### src/rtl/bvm_pkg.sv
// Shared types and defaults for the multi-channel beverage dispenser.
// Optional cancel input is enabled with the BVM_CANCEL_EN macro.
package bvm_pkg;

    typedef enum logic [1:0] {
        BVM_IDLE     = 2'd0,
        BVM_DISPENSE = 2'd1,
        BVM_DONE     = 2'd2
    } bvm_state_t;

    localparam int unsigned BVM_NUM_BEV_DEF         = 4;
    localparam int unsigned BVM_DISPENSE_CYCLES_DEF = 10;
    localparam int unsigned BVM_STOCK_W_DEF         = 4;
    localparam int unsigned BVM_STOCK_INIT_DEF      = 8;

    // Counter holds 0..cycles-1; never narrower than one bit.
    function automatic int unsigned bvm_cnt_width(input int unsigned cycles);
        return (cycles < 2) ? 1 : $clog2(cycles);
    endfunction

endpackage

### src/rtl/bvm_multi_dispenser_stock_counter.sv
// Per-channel stock counter: reload on refill, decrement on accepted dispense.
module bvm_stock_counter #(
    parameter int unsigned STOCK_W    = 4,
    parameter int unsigned STOCK_INIT = 8
) (
    input  logic               BVMclk,
    input  logic               BVMrst_n,
    input  logic               load,
    input  logic               dec,
    output logic [STOCK_W-1:0] count,
    output logic               empty
);

    always_ff @(posedge BVMclk) begin
        if (!BVMrst_n) begin
            count <= STOCK_W'(STOCK_INIT);
        end else if (load && dec) begin
            // Refill and dispense on the same edge: the dispense consumes from the fresh load.
            count <= STOCK_W'(STOCK_INIT - 1);
        end else if (load) begin
            count <= STOCK_W'(STOCK_INIT);
        end else if (dec) begin
            count <= count - 1'b1;
        end
    end

    always_comb begin
        empty = (count == '0);
    end

endmodule

### src/rtl/bvm_multi_dispenser.sv
// Beverage vending controller: arbitrates one request at a time, tracks stock, times dispense.
// Define BVM_CANCEL_EN to add the BVMcancel input that ends a dispense early.
module bvm_multi_dispenser
    import bvm_pkg::*;
#(
    parameter int unsigned NUM_BEV         = BVM_NUM_BEV_DEF,
    parameter int unsigned DISPENSE_CYCLES = BVM_DISPENSE_CYCLES_DEF,
    parameter int unsigned STOCK_W         = BVM_STOCK_W_DEF,
    parameter int unsigned STOCK_INIT      = BVM_STOCK_INIT_DEF,
    parameter int unsigned SEL_W           = $clog2(NUM_BEV)
) (
    input  logic               BVMclk,
    input  logic               BVMrst_n,
    input  logic               BVMd,
    input  logic [SEL_W-1:0]   BVMin,
    input  logic               BVMrefill,
    input  logic [SEL_W-1:0]   BVMrefill_sel,
`ifdef BVM_CANCEL_EN
    input  logic               BVMcancel,
`endif
    output logic               BVMvalid,
    output logic [SEL_W-1:0]   BVMactive,
    output logic               BVMdone,
    output logic               BVMreject,
    output logic [NUM_BEV-1:0] BVMempty
);

    localparam int unsigned CNT_W = bvm_cnt_width(DISPENSE_CYCLES);

    bvm_state_t                      state_q, state_d;
    logic [CNT_W-1:0]                cnt_q;
    logic [SEL_W-1:0]                active_q;
    logic                            reject_q;
    logic [NUM_BEV-1:0][STOCK_W-1:0] stock;
    logic [NUM_BEV-1:0]              empty, load, dec;
    logic                            req_ok, accept, reject_d, last_cycle, cancel;

`ifdef BVM_CANCEL_EN
    assign cancel = BVMcancel;
`else
    assign cancel = 1'b0;
`endif

    // Out-of-range selects match no channel, so they fall through to a reject.
    always_comb begin
        req_ok = 1'b0;
        for (int unsigned i = 0; i < NUM_BEV; i++) begin
            if (BVMin == SEL_W'(i) && !empty[i]) req_ok = 1'b1;
        end
    end

    always_comb begin
        accept     = (state_q == BVM_IDLE) && BVMd && req_ok;
        reject_d   = (state_q == BVM_IDLE) && BVMd && !req_ok;
        last_cycle = (cnt_q == CNT_W'(DISPENSE_CYCLES - 1));
    end

    always_ff @(posedge BVMclk) begin
        if (!BVMrst_n) begin
            state_q  <= BVM_IDLE;
            cnt_q    <= '0;
            active_q <= '0;
            reject_q <= 1'b0;
        end else begin
            state_q  <= state_d;
            reject_q <= reject_d;
            if (state_q == BVM_DISPENSE && state_d == BVM_DISPENSE) cnt_q <= cnt_q + 1'b1;
            else                                                    cnt_q <= '0;
            if (accept)                     active_q <= BVMin;
            else if (state_q == BVM_DONE)   active_q <= '0;
        end
    end

    always_comb begin
        state_d = state_q;
        case (state_q)
            BVM_IDLE:     if (accept) state_d = BVM_DISPENSE;
            BVM_DISPENSE: if (last_cycle || cancel) state_d = BVM_DONE;
            BVM_DONE:     state_d = BVM_IDLE;
            default:      state_d = BVM_IDLE;
        endcase
    end

    always_comb begin
        BVMvalid  = (state_q == BVM_DISPENSE);
        BVMdone   = (state_q == BVM_DONE);
        BVMactive = active_q;
        BVMreject = reject_q;
        BVMempty  = empty;
    end

    for (genvar g = 0; g < NUM_BEV; g++) begin : g_stock
        assign load[g] = BVMrefill && (BVMrefill_sel == SEL_W'(g));
        assign dec[g]  = accept && (BVMin == SEL_W'(g));

        bvm_stock_counter #(
            .STOCK_W    (STOCK_W),
            .STOCK_INIT (STOCK_INIT)
        ) u_stock (
            .BVMclk   (BVMclk),
            .BVMrst_n (BVMrst_n),
            .load     (load[g]),
            .dec      (dec[g]),
            .count    (stock[g]),
            .empty    (empty[g])
        );
    end

endmodule

### config.mk
export PLATFORM = sky130hd
export DESIGN_NAME = bvm_multi_dispenser
export DESIGN_NICKNAME = d
export VERILOG_FILES = /design/src/rtl/bvm_pkg.sv /design/src/rtl/bvm_multi_dispenser_stock_counter.sv /design/src/rtl/bvm_multi_dispenser.sv
export SDC_FILE = /design/constraint.sdc
export NUM_CORES = 1
export LEC_CHECK = 0
export ABC_AREA = 1
export CAP_MARGIN = 20
export CORE_MARGIN = 2
export CORE_UTILIZATION = 59
export DETAILED_ROUTE_END_ITERATION = 16
export PLACE_DENSITY = 0.95
export SYNTH_ARGS = -nofsm -noshare
export SYNTH_HDL_FRONTEND = slang
export SYNTH_SLANG_ARGS = --single-unit
### constraint.sdc
create_clock -name BVMclk -period 2.95 [get_ports BVMclk]
set_input_delay 0.7375 -clock BVMclk [delete_from_list [all_inputs] [get_ports BVMclk]]
set_output_delay 0.7375 -clock BVMclk [all_outputs]
set_load 0.02 [all_outputs]
==> key figures, run 1 <==
Drt
  – Final wirelength: 2950 µm
  – Met3 routed WL: 137 µm
  – Drt first-iter violations: 39
  – DRT met1 WL: 1340 µm
  – Routed length on met2: 1420 µm
  – DR WL/cell: 10.8 µm
  – Vias per inst: 5.10
  – Number of remaining DRC errors: 0
  – Vias post-DR: 1393
  – Number of iterations in the first detailed-routing pass: 4
  – Final ANT Viol Nets: 0
  – Max Used Layer: met4

STA
  – Peak Freq: 0.401 GHz
  – PnR worst setup slack: 459 ps
  – # setup viols final: 0
  – Normalized max-slew margin: 71.1%
  – Setup TNS: 0 ps
  – Post-layout min period: 2490 ps
  – Worst slew pin tran: 432 ps
  – Clk_skew: 3.06 ps
  – RSZ-0062 raised after global routing: false
  – Hold Vio Cnt, Final: 0
  – Period utilization: 84.4%
  – Final slew viol count: 0

Clock tree
  – CTS Buf Count: 3
  – Clock sinks: 25
  – CTS Root Cell: clkbuf_4
  – Setup repair bufs after CTS: 0
  – TritonCTS clock tree: yes
  – Resize count post-CTS: 0
  – Cts hold-fix bufs: 0
  – Insertion delay to the later sink of the worst-skew pair: 340 ps
  – Clk slew on worst S/H paths: 150 ps
  – CTS Buffer Depth: 2
  – H-Tree Depth: 1

Yosys
  – Post-synth EDFFs: 0
  – Main flop type after synthesis: dfxtp_1
  – Syn nets: 243
  – Yosys warns: 0
  – Synth area leaders: dfxtp_1 (33%), inv_1 (12%), nand2_1 (12%)
  – Distinct cells, synth: 24
  – Async SR Flop Fraction: 0%
  – Synthesized flop and latch total: 25
  – Post-Synthesis Cells: 229
  – Post-synth top cells: inv_1 (48), nand2_1 (48), nor2_1 (32), dfxtp_1 (25), nand3_1 (17)
  – Cell taking the most area after synthesis: dfxtp_1
  – Top-area cell type share of the netlist area: 33.0%
  – Sequential share of the synthesized area: 33.0%
  – Post-synthesis average cell area: 6.62 µm²
  – Syn Std Cell Area: 1520 µm²

Critical path
  – R2R Setup Slk: 1260 ps
  – R2r endpoint: g_stock[1].u_stock.count[1]
  – CP max-delay cell: clkdlybuf4s50_1
  – CP Cell Sequence: inv_1 > ha_1 > nand3_1 > inv_1 > clkdlybuf4s50_1
  – Critical path type: reg -> out
  – Crit-path max FO: 2
  – Worst Setup End Kind: output pin
  – CP arrival: 1750 ps
  – CP required: 2210 ps
  – CP Launch Type: flop
  – Buffer and inverter count on the worst path: 3
  – CP max stage delay: 600 ps
  – Most Frequent Cell on Critical Path: inv_1
  – Reg2Reg Depth: 10
  – Largest delay share family, worst path: buffers and inverters
  – Reg-to-reg startpoint: g_stock[2].u_stock.count[0]

Run
  – Maxcap violations: 0

Worst hold path
  – HP Start: cnt_q[0]
  – WHS Path Cells: 1
  – Hold path endpoint: cnt_q[0]
  – Hold crit path type: reg -> reg

Global route
  – Gr ovfl total: 0
  – Total Routing Usage GR: 23.0%
  – First-pass GRT wire length: 4890 µm
  – Largest net degree at the start of global routing: 18
  – Vias in the first global route: 1225
  – Antenna violations before repair: 0

Pwr
  – Worst vdd ir: 362 µV
  – Total power: 0.000689 W
  – Pleak: 0.825 nW
  – PD cells: 406 nW/µm²

Layout
  – Final Util: 69.2%
  – Layout cells sized above 1: 10.7%
  – Diode count: 0
  – Filler cell count: 217
  – Area grow syn2layout: 12.1%
  – Design area: 1700 µm²
  – NumNets Final: 258

Place
  – Detailed Place HPWL: 2270 µm
  – PortBufs: 16
  – Placed Area: 1670 µm²
  – Pre-CTS setup slack: 379 ps
  – Gpl congestion: 0.801

Die
  – # IOs: 17
  – Die W: 54.7 µm
  – Cell row count: 18
  – Die ar.: 2990 µm²
  – Core area: 2450 µm²
  – Die height: 54.7 µm
  – Starting Density: 61.7%

Outcome
  – Status: completed
-- stage by stage --
stage / cells / hold slack (ps)
2_1_floorplan: 229 / 433
3_3_place_gp: 269 / 447
3_5_place_dp: 269 / 458
4_1_cts: 273 / 491
5_1_grt: 273 / 511
6_report: 273 / 484
-- layer usage --
metal	global-route usage, %	vias up
met4	14.2	0
met2	40.3	48
met3	2.73	7
met5	0	-
li1	-	728
met1	26.3	610
-- how the worst max path moves through the flow --
stage                                            from                     endpoint  slack (ps)  depth (start not counted)
after floorplan                              BVMin[0]  g_stock[1].u_stock.count[3]        1210                          9
after global placement                       BVMin[1]  g_stock[1].u_stock.count[1]         450                         10
after detailed placement                     BVMin[1]  g_stock[1].u_stock.count[1]         380                         10
after CTS                 g_stock[2].u_stock.count[1]                  BVMempty[2]         470                          5
after global routing      g_stock[2].u_stock.count[1]                  BVMempty[2]         380                          5
final                     g_stock[2].u_stock.count[1]                  BVMempty[2]         460                          5
-- flip-flops by register name, summed over array words and instances, names as in the netlist --
name	flops
state_q	2
BVMreject	1
cnt_q	4
g_stock.u_stock.count	16
BVMactive	2
-- placed cells by master, fill, tap and decap left out, types with 3 or more instances in the layout --
cell type | Yosys | final
clkbuf_4 | 0 | 3
clkdlybuf4s50_1 | 0 | 16
dfxtp_1 | 25 | 25
ha_1 | 6 | 6
inv_1 | 48 | 48
inv_2 | 3 | 3
nand2_1 | 48 | 48
nand2_2 | 6 | 6
nand3_1 | 17 | 17
nand4_1 | 12 | 12
nor2_1 | 32 | 32
nor2_4 | 3 | 3
o21ai_0 | 4 | 4
o21ai_2 | 3 | 3
o22ai_1 | 3 | 3
o31ai_1 | 3 | 3
or2_2 | 3 | 3
-- cell families (layout without fill, tap and decap cells) --
| family | after synthesis | count (layout) | synth area share, % |
|---|---|---|---|
| buffers and inverters | 58 | 72 | 16.1 |
| flip-flops | 25 | 25 | 33.0 |
| XOR/XNOR | 1 | 1 | 0.578 |
| AND/OR/NAND/NOR | 124 | 124 | 38.7 |
| AO/OA/AOI/OAI | 15 | 15 | 6.61 |
| adder cells (fa/ha/maj) | 6 | 6 | 4.95 |
-- power breakdown --
group	switching [W]	internal, W
clock	0.000116	0.0000521
combinational	0.0000977	0.0000606
sequential	0.00000932	0.000353
-- cell type report --
cell class	count	area, µm²	share of cell area, %
Tap cell	30	37.5	2.21
Inverter	51	191	11.3
Timing Repair Buffer	17	168	9.87
Multi-Input combinational cell	146	771	45.4
Clock buffer	3	22.5	1.33
Sequential cell	25	500	29.5
Clock inverter	1	7.51	0.442
Power figures use the tool's default switching activity.
==> inputs of run 2 (changes only) <==
Settings changed: CORE_ASPECT_RATIO from default to 0.5, CORE_UTILIZATION 59 to 55, PLACE_DENSITY 0.95 to 0.9.
Clock period 2.95 ns to 2.4 ns, I/O delays scaled along.
==> key figures, run 2 (synthesized netlist as in run 1, its figures left out) <==
Drt
  – Number of iterations in the first detailed-routing pass: 5
  – DR WL/cell: 10.8 µm
  – Drt first-iter violations: 148
  – Final wirelength: 3060 µm
  – Vias post-DR: 1412
  – Final ANT Viol Nets: 0
  – Number of remaining DRC errors: 0
  – Vias per inst: 4.99

Critical path
  – CP arrival: 1630 ps
  – CP Cell Sequence: inv_1 > ha_1 > nand3_1 > inv_1 > clkdlybuf4s50_1
  – R2R Setup Slk: 730 ps
  – Worst Setup End Kind: output pin
  – Most Frequent Cell on Critical Path: inv_1
  – Critical path type: reg -> out
  – Reg-to-reg startpoint: g_stock[1].u_stock.count[1]
  – CP max-delay cell: clkdlybuf4s50_1
  – Crit path launch: g_stock[2].u_stock.count[1]
  – CP Launch Type: flop
  – Crit-path max FO: 2
  – CP required: 1800 ps
  – CP max stage delay: 590 ps

Pwr
  – Comb pwr share: 22.4%
  – PD cells: 515 nW/µm²
  – Sw Share: 30.2%
  – Internal power: 0.000628 W
  – Clock power frac: 28.2%
  – Pleak: 0.852 nW
  – P_sw: 0.000272 W
  – Reg power frac: 49.4%
  – Worst vdd ir: 318 µV

Layout
  – Commonest cells after routing, fill and taps aside: inv_1 (48), nand2_1 (48), nor2_1 (32)
  – FF+latch area: 500 µm²
  – Multi-input gate area: 771 µm²
  – Top Registers: g_stock.u_stock.count x16, cnt_q x4
  – Diode count: 0
  – Largest Register: g_stock.u_stock.count
  – Layout cells sized above 1: 11.8%
  – Area grow syn2layout: 15.2%
  – NumNets Final: 261
  – Final Util: 67.1%
  – Fin cells: 283
  – Filler cell count: 208
  – Number of flip-flops in the largest register: 16

Global route
  – First-pass GRT wire length: 4930 µm
  – Vias in the first global route: 1164
  – Largest net degree at the start of global routing: 18
  – Gr ovfl total: 0
  – Total Routing Usage GR: 20.4%
  – Antenna violations before repair: 0

STA
  – RSZ-0062 raised after global routing: false
  – Clk_skew: 3.50 ps
  – Hold Vio Cnt, Final: 0
  – Worst slew pin tran: 385 ps
  – Final slew viol count: 0
  – # setup viols final: 0
  – Setup TNS: 0 ps
  – Normalized max-slew margin: 74.1%
  – Period utilization: 93.0%
  – Peak Freq: 0.448 GHz
  – Post-layout min period: 2230 ps

Clock tree
  – H-Tree Depth: 1
  – CTS Buffer Depth: 2
  – Cts hold-fix bufs: 0
  – CTS Root Cell: clkbuf_8
  – CTS Buf Count: 3
  – TritonCTS clock tree: yes
  – Insertion delay to the later sink of the worst-skew pair: 270 ps
  – Clk slew on worst S/H paths: 90 ps
  – Resize count post-CTS: 0
  – Clock sinks: 25
  – Setup repair bufs after CTS: 0

Die
  – Die height: 41.1 µm
  – Starting Density: 58.2%
  – Core area: 2600 µm²
  – # IOs: 17
  – Die ar.: 3220 µm²
  – Cell row count: 13
  – Die W: 78.2 µm

Outcome
  – Status: completed

Place
  – Gpl congestion: 0.831
  – PortBufs: 16
  – Detailed Place HPWL: 2330 µm
  – # placed instances: 279

Worst hold path
  – Hold crit path type: reg -> reg
  – HP Start: BVMactive[0]

Run
  – Maxcap violations: 0
## run 2: cell count changes in the layout (fill, tap and decap cells not counted)
cell and change:
clkinv_2 +1, buf_4 +3, clkinvlp_4 -1, clkbuf_4 -3, clkbuf_8 +3
## run 2: area by class of cell
| cell class | instances | area share, % |
|---|---|---|
| flip-flops and latches | 25 | 28.7 |
| repair buffers | 20 | 10.9 |
| clock inverters | 1 | 0.287 |
| inverters | 51 | 11.0 |
| well taps | 37 | 2.65 |
| multi-input cells | 146 | 44.2 |
| clock buffers | 3 | 2.37 |
## run 2: final timing paths
check / depth (start not counted) / end
hold / removal: 2 / BVMactive[0]
setup / recovery: 5 / BVMempty[2]
hold reg to reg: 2 / BVMactive[0]
setup reg to reg: 10 / g_stock[1].u_stock.count[1]
## run 2: metal layers
layer | wire, µm | track usage (%) | part of all wire (%)
met3 | 143 | 5.29 | 4.7
met1 | 1380 | 24.1 | 45
met5 | 0 | 0 | 0
met4 | 13 | 4.39 | 0.42
met2 | 1520 | 39.4 | 50
## run 2: power groups by stage
| stage | combinational (W) | clock, W | sequential [W] |
|---|---|---|---|
| after floorplan | 0.000141 | 0 | 0.000456 |
| after global placement | 0.000190 | 0 | 0.000454 |
| after detailed placement | 0.000198 | 0 | 0.000454 |
| after CTS | 0.000200 | 0.000257 | 0.000445 |
| after global routing | 0.000223 | 0.000272 | 0.000447 |
| final | 0.000201 | 0.000254 | 0.000445 |
## run 2: critical path: cells and delay by family, from the launching register on
kind	cells	cell delay, ps
fa+ha+maj	1	170
buf+inv	3	750
flops	1	320
simple gates	1	120
## run 2: per-stage QoR
step	power, W	hold WS (ps)	setup slack, ps	cell area, µm²
final	0.000900	475	168	1750
after global routing	0.000943	500	82.2	1750
after CTS	0.000901	475	157	1750
after detailed placement	0.000652	459	60.1	1700
after global placement	0.000644	450	139	1700
after floorplan	0.000597	433	795	1520
